File: src/rtl/pipe_skid_reg_pkg.sv
// Shared pipeline definitions: stage state encoding, occupancy width and the
// default payload width for a 32-bit core.
package pipe_skid_reg_pkg;

    localparam int XLEN          = 32;
    localparam int DEFAULT_WIDTH = XLEN;
    localparam int OCC_W         = 2;

    typedef enum logic [1:0] {
        EMPTY = 2'd0,
        FULL  = 2'd1,
        SKID  = 2'd2
    } state_t;

    // Entries held in each state; the unused encoding reads as empty.
    function automatic logic [OCC_W-1:0] occ_of(input state_t s);
        logic [OCC_W-1:0] occ;
        occ = '0;
        case (s)
            FULL:    occ = 2'd1;
            SKID:    occ = 2'd2;
            default: occ = 2'd0;
        endcase
        return occ;
    endfunction

endpackage

File: src/rtl/pipe_skid_reg_flopenclr.sv
// Enable flop with synchronous clear and asynchronous active-low reset to zero.
// Clear wins over enable.
module flopenclr #(
    parameter int WIDTH = 32
) (
    input  logic             clk,
    input  logic             rst_n,
    input  logic             en,
    input  logic             clr,
    input  logic [WIDTH-1:0] d,
    output logic [WIDTH-1:0] q
);

    always_ff @(posedge clk or negedge rst_n) begin
        if (!rst_n) begin
            q <= '0;
        end else if (clr) begin
            q <= '0;
        end else if (en) begin
            q <= d;
        end
    end

endmodule

File: src/rtl/pipe_skid_reg.sv
// Back-pressure-aware pipeline stage: registered valid/ready handshake with a
// one-entry skid buffer and synchronous flush.
//
// state | meaning
// EMPTY | nothing held; in_ready=1, out_valid=0
// FULL  | main holds one entry; in_ready=1, out_valid=1
// SKID  | main and skid both hold entries; in_ready=0, out_valid=1
module pipe_skid_reg
    import pipe_skid_reg_pkg::*;
#(
    parameter int               WIDTH      = DEFAULT_WIDTH,
    parameter logic [WIDTH-1:0] RESET_DATA = '0
) (
    input  logic             clk,
    input  logic             rst_n,
    input  logic             flush,
    input  logic             in_valid,
    output logic             in_ready,
    input  logic [WIDTH-1:0] in_data,
    output logic             out_valid,
    input  logic             out_ready,
    output logic [WIDTH-1:0] out_data,
    output logic [OCC_W-1:0] occupancy
);

    state_t           state;
    state_t           state_nxt;
    logic             accept;
    logic             send;
    logic             main_en;
    logic             skid_en;
    logic [WIDTH-1:0] main_d;
    logic [WIDTH-1:0] main_q;
    logic [WIDTH-1:0] skid_q;

    assign accept   = in_valid & in_ready;
    assign send     = out_valid & out_ready;
    assign out_data = main_q;

    always_comb begin
        state_nxt = state;
        main_en   = 1'b0;
        skid_en   = 1'b0;
        main_d    = in_data;
        if (flush) begin
            state_nxt = EMPTY;
        end else begin
            case (state)
                EMPTY: begin
                    if (accept) begin
                        main_en   = 1'b1;
                        state_nxt = FULL;
                    end
                end
                FULL: begin
                    if (accept && send) begin
                        main_en = 1'b1;
                    end else if (send) begin
                        state_nxt = EMPTY;
                    end else if (accept) begin
                        skid_en   = 1'b1;
                        state_nxt = SKID;
                    end
                end
                SKID: begin
                    // in_ready is low here, so only the drain path exists.
                    if (send) begin
                        main_en   = 1'b1;
                        main_d    = skid_q;
                        state_nxt = FULL;
                    end
                end
                default: state_nxt = EMPTY;
            endcase
        end
    end

    // Handshake outputs are registered from the next state, so out_ready has
    // no combinational path to in_ready.
    always_ff @(posedge clk or negedge rst_n) begin
        if (!rst_n) begin
            state     <= EMPTY;
            in_ready  <= 1'b1;
            out_valid <= 1'b0;
            occupancy <= '0;
        end else begin
            state     <= state_nxt;
            in_ready  <= (state_nxt != SKID);
            out_valid <= (state_nxt != EMPTY);
            occupancy <= occ_of(state_nxt);
        end
    end

    generate
        if (RESET_DATA == '0) begin : g_flop_zero
            flopenclr #(.WIDTH(WIDTH)) u_main (
                .clk   (clk),
                .rst_n (rst_n),
                .en    (main_en),
                .clr   (flush),
                .d     (main_d),
                .q     (main_q)
            );
            flopenclr #(.WIDTH(WIDTH)) u_skid (
                .clk   (clk),
                .rst_n (rst_n),
                .en    (skid_en),
                .clr   (flush),
                .d     (in_data),
                .q     (skid_q)
            );
        end else begin : g_flop_const
            // The shared primitive only clears to zero, so a non-zero reset
            // value needs local registers.
            always_ff @(posedge clk or negedge rst_n) begin
                if (!rst_n) begin
                    main_q <= RESET_DATA;
                    skid_q <= RESET_DATA;
                end else if (flush) begin
                    main_q <= RESET_DATA;
                    skid_q <= RESET_DATA;
                end else begin
                    if (main_en) main_q <= main_d;
                    if (skid_en) skid_q <= in_data;
                end
            end
        end
    endgenerate

endmodule

File: config.mk
export PLATFORM = sky130hd
export DESIGN_NAME = pipe_skid_reg
export DESIGN_NICKNAME = d
export VERILOG_FILES = /design/src/rtl/pipe_skid_reg_pkg.sv /design/src/rtl/pipe_skid_reg_flopenclr.sv /design/src/rtl/pipe_skid_reg.sv
export SDC_FILE = /design/constraint.sdc
export NUM_CORES = 1
export LEC_CHECK = 0
export ABC_AREA = 0
export BUFFER_PORTS_ARGS = -buffer_cell sky130_fd_sc_hd__clkbuf_2
export CORE_MARGIN = 4
export CORE_UTILIZATION = 45
export DETAILED_ROUTE_END_ITERATION = 7
export PLACE_DENSITY = 0.76
export SETUP_SLACK_MARGIN = 0.2
export SLEW_MARGIN = 20
export SYNTH_ARGS = -nofsm -noshare
export SYNTH_HDL_FRONTEND = slang
export SYNTH_SLANG_ARGS = --single-unit
File: constraint.sdc
create_clock -name clk -period 2.71 [get_ports clk]
set_input_delay 0 -clock clk [delete_from_list [all_inputs] [get_ports clk]]
set_output_delay 0 -clock clk [all_outputs]
set_load 0.05 [all_outputs]
**After elaboration in Yosys (flattened, before gate mapping)**

Index checks and enable logic that the tools add are counted.

- Flip-flop bits (word level): 70
- Latch bits: 0
- RAM bits: 0
- Memory bits (read-only): 0
- Input bits: 37
- Logic and storage cells: 41
- Memories: 0

- $add $sub $neg: 0
- Multiply operators: 0
- Divide/modulo/power cells: 0
- $lt $le $gt $ge: 0
- Equality and inequality tests: 5
- Shifts and indexed selects: 0
- Mux-type cells: 23
- Bitwise logic cells: 2
- Reductions and logical operators: 5

Operators with widths:

| kind | number |
|---|---|
| 32-bit two-way mux | 6 |
| 2-bit two-way mux | 6 |
| 1-bit two-way mux | 8 |
| 2-bit case mux with 3 select lines | 1 |
| 2-bit nonzero test | 3 |
| 2-bit by 1-bit == test with 1-bit output, second input constant | 2 |
| 2-bit == test, second input constant | 2 |
| 2-bit case mux with 2 select lines | 1 |
| 1-bit case mux with 3 select lines | 1 |
| 1-bit bitwise AND | 2 |
| 2-bit zero test | 1 |
| 2-bit inequality test, second input constant | 1 |
| 1-bit logical AND | 1 |

**Logic depth before layout (Yosys ltp)**

- Depth after elaboration: 8
- Depth in mapped cells: 6
- Depth with buffers taken out: 4

**By module**

Synthesis repeated with hierarchy kept, for this count alone.

- Cell total of the unflattened synthesis: 267
- Area total of the unflattened synthesis: 3,344.5 um^2

By module, submodules not included:

| module | instances | cells an instance | area each (um^2) |
|---|---|---|---|
| flopenclr | 2 | 103 | 1,323.8 |
| pipe_skid_reg | 1 | 61 | 696.9 |

**Worst setup path after synthesis**

Ideal clock, no wire load.

- Path kind: reg-to-reg
- Start: register in_ready
- End: register g_flop_zero.u_main.q[10]
- Library setup time: 0.089 ns
- Arrival: 1.769 ns
- Required time: 2.621 ns
- Slack: 0.853 ns
- Stages on the path, launching flop included: 6
- Buffers on the path: 1
- Period minus slack after synthesis: 1.857 ns
- Cells stage by stage: dfstp_2 > nand2_1 > o311ai_4 > buf_6 > nor2_1 > a211oi_2

- Word-level cells in the longest chain between the ends: 6
- Elaborated cells between the ends (all ways): 7

RTL lines:

| item | line | text |
|---|---|---|
| from (decl) | pipe_skid_reg.sv:18 | `output logic in_ready,` |
| from (signal assigned) | pipe_skid_reg.sv:88 | `in_ready <= (state_nxt != SKID);` |
| 1-bit bitwise AND (*) | pipe_skid_reg.sv:36 | `assign accept = in_valid & in_ready;` |
| 1-bit logical AND | pipe_skid_reg.sv:56 | `if (accept && send) begin` |
| 1-bit two-way mux | pipe_skid_reg.sv:56 |  |
| 1-bit case mux with 3 select lines (*) | pipe_skid_reg.sv:48 | `case (state)` |
| 1-bit two-way mux (*) | pipe_skid_reg.sv:45 | `if (flush) begin` |
| 2-bit nonzero test (no line) (*) | -- |  |
| to (signal assigned) | pipe_skid_reg_flopenclr.sv:16 | `q <= '0;` |
| to (signal assigned) | pipe_skid_reg_flopenclr.sv:18 | `q <= '0;` |
| to (signal assigned) | pipe_skid_reg_flopenclr.sv:20 | `q <= d;` |
| to (decl) | pipe_skid_reg_flopenclr.sv:11 | `output logic [WIDTH-1:0] q` |

Mark *: on every way between the ends. The rest lies on a longest branch, timed or not.
A chain may end at the register's enable or synchronous reset.

**Worst setup path after layout**

- Start: register in_ready
- End: register g_flop_zero.u_main.q[19]

The elaborated chain is that of the path after synthesis.

==> insert_results.sql <==
INSERT INTO impl_metrics (metric_group, metric, value, unit) VALUES
('synthesis', 'syn-num-nets', '345', ''),
('routing', 'wirelength_met1', '3250', 'um'),
('clock_network', 'path_clk_slew', '0.08', 'ns'),
('sta', 'setup-violations-final', '0', ''),
('synthesis', 'post-synth-top-area-fraction', '52.9', '%'),
('sta', 'final.setup.tns', '0', 'ns'),
('routing', 'drt.antenna.violating_nets', '0', ''),
('sta', 'hold_viol_final', '0', ''),
('routing', 'top_layer_used', 'met4', ''),
('power_and_ir_drop', 'power_frac_seq', '42.0', '%'),
('worst_setup_path', 'cp_class', 'reg2reg', ''),
('place', 'placement.cell_area', '0.00369', 'sq mm'),
('floorplanning', 'core_region_area', '0.00691', 'sq mm'),
('synthesis', 'yosys.area.top_type', 'sky130_fd_sc_hd__dfrtp_1', ''),
('floorplanning', 'pin_count', '73', ''),
('clock_network', 'clk-insertion-delay-late', '0.34', 'ns'),
('synthesis', 'synth.yosys.warnings', '0', ''),
('clock_network', 'cts_root_buffer', 'sky130_fd_sc_hd__clkbuf_8', ''),
('outcome', 'outcome', 'complete, no violations', ''),
('worst_setup_path', 'timing.critical_path.from_type', 'register', ''),
('place', 'place.gp.congestion', '0.747', ''),
('synthesis', 'ys_seq_area_share', '53.7', '%'),
('worst_setup_path', 'timing.critical_path.to_type', 'register', ''),
('worst_setup_path', 'highest_fanout_seen_on_the_critical_path', '54', ''),
('floorplanning', 'fp-row-count', '30', ''),
('floorplanning', 'die_h', '93.2', 'um'),
('power_and_ir_drop', 'power.combinational.fraction', '25.5', '%'),
('clock_network', 'cts_max_level', '3', ''),
('power_and_ir_drop', 'cell_area_power_density', '668', 'mW/mm^2'),
('global_routing', 'antenna_violations_before_repair', '0', ''),
('place', 'setup_slack_placement', '0.686', 'ns'),
('sta', 'achievable-frequency', '0.488', 'GHz'),
('synthesis', 'syn_area', '0.00326', 'sq mm'),
('power_and_ir_drop', 'power.clock.fraction', '32.5', '%'),
('run', 'max_cap_viol_count', '0', ''),
('floorplanning', 'initial_core_util', '47.3', '%'),
('routing', 'drt-initial-drc-count', '112', ''),
('routing', 'drt_drc_violations_left', '0', ''),
('synthesis', 'synth.lib_cells_used.distinct', '24', ''),
('clock_network', 'clock_sink_count', '70', ''),
('synthesis', 'post_synth_inst_count', '308', ''),
('routing', 'met2WireLength', '3480', 'um'),
('clock_network', 'cts_resized', '0', ''),
('power_and_ir_drop', 'p_int', '1.87', 'mW'),
('synthesis', 'synth-seq-cells', '70', ''),
('worst_setup_path', 'timing.critical_path.required', '2.96', 'ns'),
('clock_network', 'cts_inserted_buffers', '9', ''),
('power_and_ir_drop', 'switching_share', '34.0', '%'),
('routing', 'postRouteWirelength', '7160', 'um'),
('synthesis', 'synth.avg_cell_area', '10.6', 'sq um'),
('global_routing', 'grt_use_total', '17.6', '%'),
('power_and_ir_drop', 'leakage_power_of_the_design', '2.11', 'nW'),
('routing', 'detail_route.first_pass.iterations', '4', ''),
('synthesis', 'ys_top_cells_by_area', 'sky130_fd_sc_hd__dfrtp_1 (53%), sky130_fd_sc_hd__a211oi_2 (11%), sky130_fd_sc_hd__mux2i_1 (9.8%)', ''),
('power_and_ir_drop', 'worst_ir_drop_vdd', '0.370', 'mV'),
('finish', 'final_net_count', '443', ''),
('finish', 'final_cell_area', '0.00425', 'sq mm'),
('worst_setup_path', 'worstPathArrival', '2.29', 'ns'),
('global_routing', 'grt_max_degree', '71', ''),
('place', 'dpl.hpwl', '4440', 'um'),
('global_routing', 'grt_pass1_wl', '12200', 'um'),
('global_routing', 'grt_remaining_overflow', '0', ''),
('finish', 'num_antenna_cells', '0', ''),
('sta', 'period_utilization_post_route', '75.6', '%'),
('sta', 'final-max-slew-violation-count', '0', ''),
('sta', 'final.setup.worst_slack', '0.661', 'ns'),
('finish', 'share_of_final_layout_standard_cells_stronger_than_drive_strength_1', '30.2', '%'),
('clock_network', 'tritoncts', 'built', ''),
('sta', 'maxSlewHeadroom', '41.3', '%'),
('finish', 'area_growth_syn_to_layout', '30.2', '%'),
('min_path', 'worst_hold_path_type', 'in2reg', '');
-- power by group through the flow --
stage,combinational (mW),sequential (mW),clock (mW)
6_report,0.724,1.19,0.921
5_1_grt,0.783,1.20,0.990
4_1_cts,0.732,1.19,0.943
3_5_place_dp,0.692,1.21,0
3_3_place_gp,0.679,1.21,0
2_1_floorplan,0.285,1.44,0
-- cell families after synthesis --
family	share of synthesized area, %
AOI/OAI and AO/OA	19.1
and+or+nand+nor	13.1
buffers and inverters	4.25
muxes	9.81
DFF	53.7
-- state kept, by name, summed over array words and instances, names as in the netlist --
name and count:
g_flop_zero.u_main.q 32, g_flop_zero.u_skid.q 32, in_ready 1, occupancy 2
out_valid 1, state 2
-- Yosys cell counts --
| cell type | count |
|---|---|
| sky130_fd_sc_hd__a211oi_1 | 4 |
| sky130_fd_sc_hd__a211oi_2 | 28 |
| sky130_fd_sc_hd__a21o_1 | 1 |
| sky130_fd_sc_hd__a21oi_1 | 36 |
| sky130_fd_sc_hd__a221oi_1 | 2 |
| sky130_fd_sc_hd__and3_1 | 1 |
| sky130_fd_sc_hd__buf_2 | 6 |
| sky130_fd_sc_hd__buf_4 | 3 |
| sky130_fd_sc_hd__buf_6 | 3 |
| sky130_fd_sc_hd__clkbuf_1 | 11 |
| sky130_fd_sc_hd__clkbuf_4 | 1 |
| sky130_fd_sc_hd__dfrtp_1 | 69 |
| sky130_fd_sc_hd__dfstp_2 | 1 |
| sky130_fd_sc_hd__inv_1 | 1 |
| sky130_fd_sc_hd__mux2i_1 | 32 |
| sky130_fd_sc_hd__nand2_1 | 67 |
| sky130_fd_sc_hd__nand2b_1 | 2 |
| sky130_fd_sc_hd__nand3_1 | 1 |
| sky130_fd_sc_hd__nand4b_1 | 2 |
| sky130_fd_sc_hd__nand4bb_1 | 1 |
| sky130_fd_sc_hd__nor2_1 | 33 |
| sky130_fd_sc_hd__o21ai_0 | 1 |
| sky130_fd_sc_hd__o21bai_1 | 1 |
| sky130_fd_sc_hd__o311ai_4 | 1 |
-- metal layers --
metal / vias up / GRT usage (%)
met1: 1218 / 21.9
met2: 65 / 30.2
met5: - / 0
li1: 1260 / -
met3: 10 / 3.94
met4: 0 / 6.23
-- cell type report --
cell class,count,area (sq um)
sequential,70,1750
multi-input combinational,213,1380
inverter,1,3.75
tap,96,120
clock buffer,9,124
clock inverter,7,98.8
timing repair buffer,111,766
fill,628,2660
-- critical path: stages (launching register included) --
cell and delay (ns):
sky130_fd_sc_hd__dfstp_2 0.55, sky130_fd_sc_hd__nand2_1 0.14, sky130_fd_sc_hd__o311ai_4 0.60, sky130_fd_sc_hd__buf_12 0.35, sky130_fd_sc_hd__nor2_1 0.09, sky130_fd_sc_hd__a211oi_2 0.21
-- cell usage in the layout, fill, tap and decap left out --
master,instances
sky130_fd_sc_hd__a211oi_1,4
sky130_fd_sc_hd__a211oi_2,28
sky130_fd_sc_hd__a21o_1,1
sky130_fd_sc_hd__a21oi_1,35
sky130_fd_sc_hd__a21oi_4,1
sky130_fd_sc_hd__a221oi_1,2
sky130_fd_sc_hd__and3_1,1
sky130_fd_sc_hd__buf_12,2
sky130_fd_sc_hd__buf_2,1
sky130_fd_sc_hd__buf_4,4
sky130_fd_sc_hd__bufinv_16,2
sky130_fd_sc_hd__clkbuf_2,70
sky130_fd_sc_hd__clkbuf_8,9
sky130_fd_sc_hd__clkinv_2,1
sky130_fd_sc_hd__clkinv_4,3
sky130_fd_sc_hd__clkinvlp_4,1
sky130_fd_sc_hd__dfrtp_1,69
sky130_fd_sc_hd__dfstp_2,1
sky130_fd_sc_hd__dlygate4sd3_1,34
sky130_fd_sc_hd__inv_1,1
sky130_fd_sc_hd__mux2i_1,32
sky130_fd_sc_hd__nand2_1,67
sky130_fd_sc_hd__nand2b_1,2
sky130_fd_sc_hd__nand3_1,1
sky130_fd_sc_hd__nand4b_1,2
sky130_fd_sc_hd__nand4bb_1,1
sky130_fd_sc_hd__nor2_1,33
sky130_fd_sc_hd__o21ai_0,1
sky130_fd_sc_hd__o21bai_1,1
sky130_fd_sc_hd__o311ai_4,1
-- through the flow --
stage | utilization [%] | cells | power [mW] | hold slack [ns]
3_5_place_dp | 53.4 | 457 | 1.90 | 0.180
4_1_cts | 61.5 | 507 | 2.87 | 0.141
5_1_grt | 61.5 | 507 | 2.98 | 0.188
3_3_place_gp | 53.4 | 457 | 1.89 | 0.176
6_report | 61.5 | 507 | 2.84 | 0.156
2_1_floorplan | - | 308 | 1.73 | -0.296
-- path summary, 6_finish.rpt --
path                                                           from  cells past startpoint                                   end  slack, ns
max in group asynchronous                                     rst_n                      2  g_flop_zero.u_main.q[11]$_DFFE_PN0P_       1.81
min in group asynchronous                                     rst_n                      2   g_flop_zero.u_main.q[7]$_DFFE_PN0P_       0.30
worst max register to register                   in_ready$_DFF_PN1_                      5  g_flop_zero.u_main.q[19]$_DFFE_PN0P_       0.66
worst min-delay path                                       in_valid                      3                occupancy[1]$_DFF_PN0_       0.16
worst max-delay path                             in_ready$_DFF_PN1_                      5  g_flop_zero.u_main.q[19]$_DFFE_PN0P_       0.66
worst min register to register  g_flop_zero.u_skid.q[2]$_DFFE_PN0P_                      2   g_flop_zero.u_skid.q[2]$_DFFE_PN0P_       0.52
-- what timing repair did --
action | 4_1_cts | 5_1_grt
hold buffers | 34 | 0
endpoints found under the hold margin | 105 | 0
setup endpoints to repair | 0 | 0
Power figures use the tool's default switching activity.
